===== src/rtl/lsu_data_port_pkg.sv =====
// Shared encodings for the load/store data port: access sizes, FSM states
// and the legality checks applied to an incoming core request.
package lsu_data_port_pkg;

    localparam logic [2:0] DATA_SIZE_BYTE  = 3'd0;
    localparam logic [2:0] DATA_SIZE_HALF  = 3'd1;
    localparam logic [2:0] DATA_SIZE_WORD  = 3'd2;
    localparam logic [2:0] DATA_SIZE_UBYTE = 3'd4;
    localparam logic [2:0] DATA_SIZE_UHALF = 3'd5;

    typedef enum logic [1:0] {
        LSU_IDLE = 2'd0,
        LSU_REQ  = 2'd1,
        LSU_WAIT = 2'd2,
        LSU_DONE = 2'd3
    } lsu_state_e;

    // Only five of the eight size codes describe a real access.
    function automatic logic size_legal(input logic [2:0] size);
        return (size == DATA_SIZE_BYTE)  || (size == DATA_SIZE_HALF) ||
               (size == DATA_SIZE_WORD)  || (size == DATA_SIZE_UBYTE) ||
               (size == DATA_SIZE_UHALF);
    endfunction

    // Halves need an even address, words a 4-byte aligned one.
    function automatic logic addr_misaligned(input logic [2:0] size, input logic [1:0] addr_lo);
        logic bad;
        bad = 1'b0;
        case (size)
            DATA_SIZE_HALF, DATA_SIZE_UHALF: bad = addr_lo[0];
            DATA_SIZE_WORD:                  bad = (addr_lo != 2'b00);
            default:                         bad = 1'b0;
        endcase
        return bad;
    endfunction

endpackage


===== src/rtl/lsu_data_port_if.sv =====
// Word-aligned data-memory bus: request/accept handshake plus read return.
interface lsu_data_port_if;
    logic        mem_req_o;
    logic        mem_we_o;
    logic [3:0]  mem_be_o;
    logic [31:0] mem_addr_o;
    logic [31:0] mem_wd_o;
    logic        mem_ready_i;
    logic        mem_rvalid_i;
    logic [31:0] mem_rdata_i;

    modport master (
        output mem_req_o, mem_we_o, mem_be_o, mem_addr_o, mem_wd_o,
        input  mem_ready_i, mem_rvalid_i, mem_rdata_i
    );

    modport slave (
        input  mem_req_o, mem_we_o, mem_be_o, mem_addr_o, mem_wd_o,
        output mem_ready_i, mem_rvalid_i, mem_rdata_i
    );
endinterface


===== src/rtl/lsu_data_port_lane_align.sv =====
// Byte-lane steering: store byte enables / replicated write data, and
// extraction plus sign/zero extension of the addressed lane on loads.
module lsu_data_port_lane_align
    import lsu_data_port_pkg::*;
(
    input  logic [2:0]  st_size_i,
    input  logic [1:0]  st_addr_lo_i,
    input  logic [31:0] st_wd_i,
    output logic [3:0]  st_be_o,
    output logic [31:0] st_wd_o,
    input  logic [2:0]  ld_size_i,
    input  logic [1:0]  ld_addr_lo_i,
    input  logic [31:0] ld_rdata_i,
    output logic [31:0] ld_data_o
);

    logic [4:0]  ld_shift;
    logic [31:0] ld_lane;

    // Store side: enable only the addressed lanes, replicate data across the word.
    always_comb begin
        st_be_o = 4'b1111;
        st_wd_o = st_wd_i;
        case (st_size_i)
            DATA_SIZE_BYTE, DATA_SIZE_UBYTE: begin
                st_be_o = 4'b0001 << st_addr_lo_i;
                st_wd_o = {4{st_wd_i[7:0]}};
            end
            DATA_SIZE_HALF, DATA_SIZE_UHALF: begin
                st_be_o = 4'b0011 << {st_addr_lo_i[1], 1'b0};
                st_wd_o = {2{st_wd_i[15:0]}};
            end
            default: ;
        endcase
    end

    // Load side: shift the addressed lane down to bit 0, then extend; bit 2 of size marks unsigned.
    always_comb begin
        ld_shift  = 5'd0;
        ld_lane   = ld_rdata_i;
        ld_data_o = ld_rdata_i;
        case (ld_size_i)
            DATA_SIZE_BYTE, DATA_SIZE_UBYTE: begin
                ld_shift  = {ld_addr_lo_i, 3'b000};
                ld_lane   = ld_rdata_i >> ld_shift;
                ld_data_o = {{24{ld_lane[7] & ~ld_size_i[2]}}, ld_lane[7:0]};
            end
            DATA_SIZE_HALF, DATA_SIZE_UHALF: begin
                ld_shift  = {ld_addr_lo_i[1], 4'b0000};
                ld_lane   = ld_rdata_i >> ld_shift;
                ld_data_o = {{16{ld_lane[15] & ~ld_size_i[2]}}, ld_lane[15:0]};
            end
            default: ;
        endcase
    end

endmodule


===== src/rtl/lsu_data_port.sv =====
// Load/store data port: turns one core load/store into a single handshaked
// word-aligned bus transaction, stalling the core until it completes.
module lsu_data_port
    import lsu_data_port_pkg::*;
#(
    parameter int TIMEOUT_CYCLES = 16
) (
    input  logic                   clk,
    input  logic                   rst_n,
    input  logic                   core_req_i,
    input  logic                   core_we_i,
    input  logic [2:0]             core_size_i,
    input  logic [31:0]            core_addr_i,
    input  logic [31:0]            core_wd_i,
    output logic [31:0]            core_rd_o,
    output logic                   core_stall_o,
    output logic                   err_o,
    lsu_data_port_if.master        mem
);

    localparam int               CNT_W         = 16;
    localparam logic [CNT_W-1:0] TIMEOUT_LIMIT = CNT_W'(TIMEOUT_CYCLES);
    localparam bit               TIMEOUT_EN    = (TIMEOUT_CYCLES != 0);

    lsu_state_e        state_q, state_d;
    logic              we_q, we_d;
    logic [2:0]        size_q, size_d;
    logic [1:0]        addr_lo_q, addr_lo_d;
    logic [CNT_W-1:0]  cnt_q, cnt_d, cnt_inc;
    logic [31:0]       rd_q, rd_d;
    logic              mem_req_q, mem_req_d;
    logic              mem_we_q, mem_we_d;
    logic [3:0]        mem_be_q, mem_be_d;
    logic [31:0]       mem_addr_q, mem_addr_d;
    logic [31:0]       mem_wd_q, mem_wd_d;
    logic              req_legal, limit_hit;
    logic [3:0]        st_be;
    logic [31:0]       st_wd, ld_data;

    assign req_legal = size_legal(core_size_i) && !addr_misaligned(core_size_i, core_addr_i[1:0]);

    lsu_data_port_lane_align u_lane_align (
        .st_size_i    (core_size_i),
        .st_addr_lo_i (core_addr_i[1:0]),
        .st_wd_i      (core_wd_i),
        .st_be_o      (st_be),
        .st_wd_o      (st_wd),
        .ld_size_i    (size_q),
        .ld_addr_lo_i (addr_lo_q),
        .ld_rdata_i   (mem.mem_rdata_i),
        .ld_data_o    (ld_data)
    );

    // Next-state, bus register and stall/error decode for the access FSM.
    always_comb begin
        state_d      = state_q;
        we_d         = we_q;
        size_d       = size_q;
        addr_lo_d    = addr_lo_q;
        cnt_d        = cnt_q;
        rd_d         = rd_q;
        mem_req_d    = mem_req_q;
        mem_we_d     = mem_we_q;
        mem_be_d     = mem_be_q;
        mem_addr_d   = mem_addr_q;
        mem_wd_d     = mem_wd_q;
        core_stall_o = 1'b0;
        err_o        = 1'b0;
        cnt_inc      = cnt_q + CNT_W'(1);
        limit_hit    = TIMEOUT_EN && (cnt_inc == TIMEOUT_LIMIT);
        case (state_q)
            LSU_IDLE: begin
                if (core_req_i) begin
                    if (!req_legal) begin
                        err_o = 1'b1;
                    end else begin
                        core_stall_o = 1'b1;
                        we_d         = core_we_i;
                        size_d       = core_size_i;
                        addr_lo_d    = core_addr_i[1:0];
                        cnt_d        = '0;
                        mem_req_d    = 1'b1;
                        mem_we_d     = core_we_i;
                        mem_be_d     = st_be;
                        mem_addr_d   = {core_addr_i[31:2], 2'b00};
                        mem_wd_d     = st_wd;
                        state_d      = LSU_REQ;
                    end
                end
            end
            LSU_REQ: begin
                core_stall_o = 1'b1;
                cnt_d        = cnt_inc;
                if (mem.mem_ready_i || limit_hit) begin
                    mem_req_d = 1'b0;
                    mem_we_d  = 1'b0;
                    mem_be_d  = 4'b0000;
                end
                // An accepted store finishes even on the last budget cycle; a load still needs its data.
                if (mem.mem_ready_i && we_q) begin
                    state_d = LSU_DONE;
                end else if (limit_hit) begin
                    err_o   = 1'b1;
                    rd_d    = '0;
                    state_d = LSU_DONE;
                end else if (mem.mem_ready_i) begin
                    state_d = LSU_WAIT;
                end
            end
            LSU_WAIT: begin
                core_stall_o = 1'b1;
                cnt_d        = cnt_inc;
                if (mem.mem_rvalid_i) begin
                    rd_d    = ld_data;
                    state_d = LSU_DONE;
                end else if (limit_hit) begin
                    err_o   = 1'b1;
                    rd_d    = '0;
                    state_d = LSU_DONE;
                end
            end
            LSU_DONE: state_d = LSU_IDLE;
            default:  state_d = LSU_IDLE;
        endcase
    end

    // State and registered bus/result outputs; reset abandons any access in flight.
    always_ff @(posedge clk or negedge rst_n) begin
        if (!rst_n) begin
            state_q    <= LSU_IDLE;
            we_q       <= 1'b0;
            size_q     <= 3'd0;
            addr_lo_q  <= 2'd0;
            cnt_q      <= '0;
            rd_q       <= '0;
            mem_req_q  <= 1'b0;
            mem_we_q   <= 1'b0;
            mem_be_q   <= 4'b0000;
            mem_addr_q <= '0;
            mem_wd_q   <= '0;
        end else begin
            state_q    <= state_d;
            we_q       <= we_d;
            size_q     <= size_d;
            addr_lo_q  <= addr_lo_d;
            cnt_q      <= cnt_d;
            rd_q       <= rd_d;
            mem_req_q  <= mem_req_d;
            mem_we_q   <= mem_we_d;
            mem_be_q   <= mem_be_d;
            mem_addr_q <= mem_addr_d;
            mem_wd_q   <= mem_wd_d;
        end
    end

    assign core_rd_o      = rd_q;
    assign mem.mem_req_o  = mem_req_q;
    assign mem.mem_we_o   = mem_we_q;
    assign mem.mem_be_o   = mem_be_q;
    assign mem.mem_addr_o = mem_addr_q;
    assign mem.mem_wd_o   = mem_wd_q;

endmodule


===== src/flat_wrapper.sv =====
// flat-port wrapper written by rule: the top's interface ports become plain ports
module lsu_data_port_flat import lsu_data_port_pkg::*;
#(
    parameter int TIMEOUT_CYCLES = 16
)
  (clk, rst_n, core_req_i, core_we_i, core_size_i, core_addr_i, core_wd_i, core_rd_o, core_stall_o, err_o, mem_mem_req_o, mem_mem_we_o, mem_mem_be_o, mem_mem_addr_o, mem_mem_wd_o, mem_mem_ready_i, mem_mem_rvalid_i, mem_mem_rdata_i);
  lsu_data_port_if mem_i ();
  input  logic clk;
  input  logic rst_n;
  input  logic core_req_i;
  input  logic core_we_i;
  input  logic [2:0] core_size_i;
  input  logic [31:0] core_addr_i;
  input  logic [31:0] core_wd_i;
  output logic [31:0] core_rd_o;
  output logic core_stall_o;
  output logic err_o;
  output wire logic [$bits(mem_i.mem_req_o)-1:0] mem_mem_req_o;
  output wire logic [$bits(mem_i.mem_we_o)-1:0] mem_mem_we_o;
  output wire logic [$bits(mem_i.mem_be_o)-1:0] mem_mem_be_o;
  output wire logic [$bits(mem_i.mem_addr_o)-1:0] mem_mem_addr_o;
  output wire logic [$bits(mem_i.mem_wd_o)-1:0] mem_mem_wd_o;
  input wire logic [$bits(mem_i.mem_ready_i)-1:0] mem_mem_ready_i;
  input wire logic [$bits(mem_i.mem_rvalid_i)-1:0] mem_mem_rvalid_i;
  input wire logic [$bits(mem_i.mem_rdata_i)-1:0] mem_mem_rdata_i;
  assign mem_mem_req_o = mem_i.mem_req_o;
  assign mem_mem_we_o = mem_i.mem_we_o;
  assign mem_mem_be_o = mem_i.mem_be_o;
  assign mem_mem_addr_o = mem_i.mem_addr_o;
  assign mem_mem_wd_o = mem_i.mem_wd_o;
  assign mem_i.mem_ready_i = mem_mem_ready_i;
  assign mem_i.mem_rvalid_i = mem_mem_rvalid_i;
  assign mem_i.mem_rdata_i = mem_mem_rdata_i;
  lsu_data_port #(.TIMEOUT_CYCLES(TIMEOUT_CYCLES)) u_core (.clk(clk), .rst_n(rst_n), .core_req_i(core_req_i), .core_we_i(core_we_i), .core_size_i(core_size_i), .core_addr_i(core_addr_i), .core_wd_i(core_wd_i), .core_rd_o(core_rd_o), .core_stall_o(core_stall_o), .err_o(err_o), .mem(mem_i));
endmodule

===== config.mk =====
export PLATFORM = sky130hd
export DESIGN_NAME = lsu_data_port_flat
export DESIGN_NICKNAME = d
export VERILOG_FILES = /design/src/rtl/lsu_data_port_pkg.sv /design/src/rtl/lsu_data_port_if.sv /design/src/rtl/lsu_data_port_lane_align.sv /design/src/rtl/lsu_data_port.sv /design/src/flat_wrapper.sv
export SDC_FILE = /design/constraint.sdc
export NUM_CORES = 1
export LEC_CHECK = 0
export CAP_MARGIN = 20
export CORE_ASPECT_RATIO = 1.1
export CORE_MARGIN = 4
export CORE_UTILIZATION = 52
export CTS_BUF_LIST = sky130_fd_sc_hd__clkbuf_4
export DETAILED_ROUTE_END_ITERATION = 8
export PLACE_DENSITY = 0.89
export SKIP_LAST_GASP = 1
export SYNTH_ARGS = -nofsm -noshare
export SYNTH_HDL_FRONTEND = slang
export SYNTH_HIERARCHICAL = 1
export SYNTH_SLANG_ARGS = --single-unit

===== constraint.sdc =====
create_clock -name clk -period 6.75 [get_ports clk]
set_clock_uncertainty 0.05 [all_clocks]
set_input_delay 1.6875 -clock clk [delete_from_list [all_inputs] [get_ports clk]]
set_output_delay 1.6875 -clock clk [all_outputs]
set_load 0.005 [all_outputs]

Yosys cells after proc, flatten, opt, wreduce, memory -nomap -nowiden
Index checks and enable logic that the tools add are counted.
Cells by class
  $add $sub $neg: 1
  shift operators: 4
  bitwise logic cells: 3
  reduce and logical (&&, ||, !) cells: 25
  muxes and demuxes: 39
  eq/ne operators: 17
Operators by type and width (count)
  32-bit case mux with 2 select lines: 3
  32-bit two-way mux: 3
  16-bit two-way mux: 2
  16-bit case mux with 2 select lines: 1
  32-bit by 5-bit >> shifter with 16-bit output: 1
  32-bit by 5-bit >> shifter with 8-bit output: 1
  16-bit by 1-bit adder with 16-bit output (second input constant): 1
  16-bit by 5-bit equality test with 1-bit output (second input constant): 1
  4-bit case mux with 2 select lines: 2
  2-bit two-way mux: 7
  3-bit equality test (second input constant): 4
  1-bit two-way mux: 12
  4-bit two-way mux: 3
  2-bit OR reduction: 5
  1-bit case mux with 2 select lines: 4
  2-bit case mux with 4 select lines: 1
  4-bit AND reduction: 2
  2-bit nonzero test: 4
  3-bit by 1-bit equality test with 1-bit output (second input constant): 2
  3-bit logical NOT: 2
  3-bit AND reduction: 2
  1-bit logical OR: 5
  2-bit equality test (second input constant): 2
  2-bit by 1-bit inequality test with 1-bit output (second input constant): 2
  other kinds (14): 17
Word-level totals
  input bits: 105
  output and inout bits: 104
  flip-flop bits (word level): 124
  logic and storage cells: 100

Longest topological paths before layout
  depth in word-level cells: 9
  gate-level depth with buffers: 8
  gate-level depth less buffers: 7

Cells and area by module
The synthesis kept the hierarchy.
By module, submodules not included
  lsu_data_port: cells an instance 407, sequential area each 3103.0 µm², times used 1, area an instance 5277.6 µm²
  lsu_data_port_lane_align: cells an instance 187, sequential area each 0.0 µm², times used 1, area an instance 1201.2 µm²

Worst setup path before layout
No wires, ideal clock.
  path kind: input port to output port
  start: input port core_size_i[2]
  end: output port core_stall_o
  data required time: 5.012 ns
  buffers on the path: 2
  arrival time: 3.131 ns
  slack: 1.882 ns
  stages: 7
  cells stage by stage: o31a_1 -> o22ai_1 -> nor2b_1 -> clkbuf_1 -> clkbuf_1 -> nor2_1 -> nor2_1
Between the ends
  cells in the longest elaborated chain, start to end: 9
  elaborated cells on any way between the ends: 16
  classes of those cells: 4 x eq/ne; 4 x mux; 8 x reduce/logical
RTL lines
  from (decl): line flat_wrapper.sv:12  | input logic [2:0] core_size_i;
  branches (longest 5 deep; another with 3-bit equality test)
  1-bit logical AND *: line lsu_data_port.sv:40  | assign req_legal = size_legal(core_size_i) && !addr_misaligned(core_size_i, core_addr_i[1:0]);
  1-bit two-way mux *: line lsu_data_port.sv:74  | if (!req_legal) begin
  1-bit two-way mux *: line lsu_data_port.sv:73  | if (core_req_i) begin
  1-bit case mux with 2 select lines *: line lsu_data_port.sv:71  | case (state_q)
  to (decl): line flat_wrapper.sv:16  | output logic core_stall_o;
Every way passes the cells marked *.

Worst setup path in the final report
  start: input port core_addr_i[1]
  end: output port core_stall_o
Between the ends
  cells in the longest elaborated chain, start to end: 7
RTL lines
  from (decl): line flat_wrapper.sv:13  | input logic [31:0] core_addr_i;
  2-bit nonzero test: line lsu_data_port_pkg.sv:31  | DATA_SIZE_WORD: bad = (addr_lo != 2'b00);
  1-bit case mux with 2 select lines: line lsu_data_port_pkg.sv:29  | case (size)
  1-bit logical NOT: line lsu_data_port.sv:40
  1-bit logical AND: line lsu_data_port.sv:40
  1-bit two-way mux: line lsu_data_port.sv:74
  1-bit two-way mux: line lsu_data_port.sv:73
  1-bit case mux with 2 select lines: line lsu_data_port.sv:71
Every way passes these cells.

==> impl_metrics.env <==
export IMPL_stdcell_count=942
export IMPL_maxCapViolCount=0
export IMPL_synth_cell_type_count=56
export IMPL_wire_per_inst_um=19.87
export IMPL_ctsResizeCount=0
export IMPL_grt_overflow=0
export IMPL_htreeDepth=4
export IMPL_placed_cell_area_um2=8493
export IMPL_fillCellCount=831
export IMPL_async_flop_share=1.000
export IMPL_grt_util_met3=0.1165
export IMPL_vias_per_cell=5.807
export IMPL_fmax_ghz=0.1797
export IMPL_clockBufferDepth=2
export IMPL_routed_via_count=5470
export IMPL_grt_max_degree=74
export IMPL_first_iter_violations=331
export IMPL_end_kind="output port"
export IMPL_hold_buffers=0
export IMPL_status="completed"
export IMPL_initial_core_util=0.5337
export IMPL_cts_sinks=124
export IMPL_fin_nets=884
export IMPL_yosys_area_top_type="dfrtp_1"
export IMPL_slew_headroom=0.3743
export IMPL_irDropWorstVdd_uv=239.8
export IMPL_synth_top_area_frac=0.4789
export IMPL_finalSetupTns_ns=0
export IMPL_synth_fa_ha_area_frac=0.009656
export IMPL_grt_util_all_layers=0.2645
export IMPL_cp_max_fo=5
export IMPL_grt_pass1_vias=5817
export IMPL_required_ns=5.01
export IMPL_synth_simple_area_share=0.1085
export IMPL_grt_pass1_wl_mm=30.06
export IMPL_io_buffers=206
export IMPL_post_cts_buffers=0
export IMPL_critPathLaunchType="input port"
export IMPL_core_area_um2=12140
export IMPL_num_io_pins=209
export IMPL_yosys_top_cells_area="dfrtp_1 (48%), mux2_2 (15%), a22o_1 (4.9%)"
export IMPL_die_h_um=125.1
export IMPL_detailed_place_hpwl_mm=13.65
export IMPL_synth_xor_area_share=0.008111
export IMPL_syn_area_um2=6479
export IMPL_yosysWarnings=6
export IMPL_globalRouteMet2Util=0.4341
export IMPL_rsz0062_at_grt="no"
export IMPL_fin_crit_sh=0.8242
export IMPL_drc_errors=0
export IMPL_synth_top_family_by_area="compound AO/OA/AOI/OAI gates"
export IMPL_cts_buffers=17
export IMPL_synth_seq_cells=124
export IMPL_rows=42
export IMPL_synth_seq_area_share=0.4789
export IMPL_drive_above_1_share=0.1906
export IMPL_tightestPinTransition_ns=0.9352
export IMPL_cts_tree="built"
export IMPL_crit_type="in -> out"
export IMPL_avgSynthCellArea_um2=10.91
export IMPL_place_inst=908
export IMPL_p_per_area_nw_per_um2=427.7
export IMPL_synth_cells=594
export IMPL_synth_edf_count=0
export IMPL_min_path_type="reg -> reg"
export IMPL_path_clk_slew_ns=0.10
export IMPL_die_x_um=114.4
export IMPL_grt_busiest_layer="met2"
export IMPL_firstDrtPassIters=5
export IMPL_synth_compound_area_frac=0.1719
export IMPL_insertion_delay_ns=0.56
export IMPL_critPathArrivalTime_ns=3.83
export IMPL_routabilityCongestion=0.8790
export IMPL_yosys_most_used_dff="dfrtp_1"
export IMPL_design_area_um2=8771
export IMPL_cts_root_buffer="clkbuf_4"
export IMPL_syn_to_final_growth_pct=35.38
export IMPL_yosys_mux_area_fraction=0.1688
export IMPL_power_leakage_nw=3.737
export IMPL_grt_use_met1=0.3039
export IMPL_die_area_um2=14310
export IMPL_min_period_ns=5.564
export IMPL_antenna_found_initial=1
export IMPL_final_antenna_net_count=0
export IMPL_slew_viol_final=0
export IMPL_setup_violations=0
export IMPL_report_final_hold_viol_count=0
export IMPL_drt_wl_total_mm=18.71
[area by class of cell]
| cell class | count | area (um^2) | share of cell area |
|---|---|---|---|
| diodes | 1 | 2.502 | 0.0002853 |
| clock buffers | 18 | 135.1 | 0.01541 |
| clock inverters | 14 | 112.6 | 0.01284 |
| inverters | 14 | 52.55 | 0.005991 |
| multi-input cells | 404 | 3040 | 0.3466 |
| flip-flops and latches | 124 | 3103 | 0.3538 |
| well taps | 154 | 192.7 | 0.02197 |
| repair buffers | 213 | 2132 | 0.2431 |
[power breakdown]
group,switching [W],internal (W)
clock,0.000315,0.000155
combinational,0.000840,0.00111
sequential,0.000247,0.00108
total,0.00140,0.00235
[synthesized netlist by cell type (all sizes together) (2+ instances only)]
master    n
and2      7
nor2     17
dfrtp   124
o221ai    2
ha        5
o21bai    4
o22a      5
a21o      2
xor2      3
nand4     3
o22ai     8
mux2i    11
o31ai     9
nor4      2
o31a      2
xnor2     3
nand3     7
nand2b    8
o21ai    32
nor3      3
mux2     87
nor3b     3
a22oi     9
a21oi    21
buf      21
and3      8
nand2    78
a221o     8
nor2b     6
a22o     36
clkbuf   32
inv      14
and4      2
[flip-flops by register name, summed over array words and instances (netlist names)]
signal	flops
u_core/addr_lo_q	2
u_core/cnt_q	16
u_core/core_rd_o	32
u_core/mem.mem_addr_o	30
u_core/mem.mem_be_o	4
u_core/mem.mem_req_o	1
u_core/mem.mem_wd_o	32
u_core/mem.mem_we_o	1
u_core/size_q	3
u_core/state_q	2
u_core/we_q	1
[stage by stage]
stage / hold WS (ns) / setup slack, ns / power [W] / utilization
floorplan: 0.4221 / 1.882 / 0.002324 / -
global placement: 0.4333 / 1.229 / 0.003176 / 0.6997
detailed placement: 0.4313 / 1.180 / 0.003268 / 0.6997
CTS: 0.4651 / 1.179 / 0.003752 / 0.7201
global route: 0.4722 / 1.073 / 0.003999 / 0.7225
finish: 0.4612 / 1.186 / 0.003751 / 0.7225
[cell families (layout without fill, tap and decap cells)]
kind of cell	Yosys count	in the layout
AO/OA/AOI/OAI	146	146
XOR/XNOR	6	6
adder cells (fa/ha/maj)	5	5
buffers and inverters	67	259
flip-flops	124	124
multiplexers	98	98
other	1	3
AND/OR/NAND/NOR	147	147
[critical path, stage by stage]
cell and delay, ns:
clkdlybuf4s50_1 0.49, o31a_1 0.31, o22ai_1 0.43, nor2b_4 0.25, nor2_1 0.04, nor2_1 0.10
clkdlybuf4s50_1 0.51
[worst paths after layout]
path / start / endpoint / slack (ns) / cells after the start
setup / recovery: core_addr_i[1] / core_stall_o / 1.19 / 7
max in group asynchronous: rst_n / u_core/cnt_q[10] / 4.23 / 2
hold reg to reg: u_core/core_rd_o[0] / u_core/core_rd_o[0] / 0.46 / 1
hold / removal: u_core/core_rd_o[0] / u_core/core_rd_o[0] / 0.46 / 1
min in group asynchronous: rst_n / u_core/mem.mem_addr_o[30] / 1.18 / 1
setup reg to reg: u_core/state_q[0] / u_core/cnt_q[14] / 3.54 / 8
[layout by cell type (no fill, tap or decap), types with 3 or more instances in the layout]
cell	n
clkdlybuf4s50_1	205
dfrtp_1	124
mux2_2	86
nand2_1	78
a22o_1	36
o21ai_0	32
clkbuf_4	18
nor2_1	15
inv_1	14
mux2i_1	11
a21oi_1	11
a21oi_2	10
o31ai_1	9
and3_1	8
o22ai_1	8
nand2b_1	8
a22oi_1	8
a221o_1	8
buf_4	7
and2_1	7
nand3_1	7
clkinvlp_4	5
inv_6	5
nor2b_1	5
o22a_1	5
ha_1	5
o21bai_1	4
clkinv_4	3
xnor2_1	3
nand4_1	3
xor2_1	3
[metal layers]
layer | up-vias | share of wire
li1 | 2498 | -
met3 | 35 | 0.10
met4 | 0 | 0.024
met5 | - | 0
met2 | 264 | 0.50
met1 | 2673 | 0.37
Note: power is estimated with default switching activity, not from simulation.
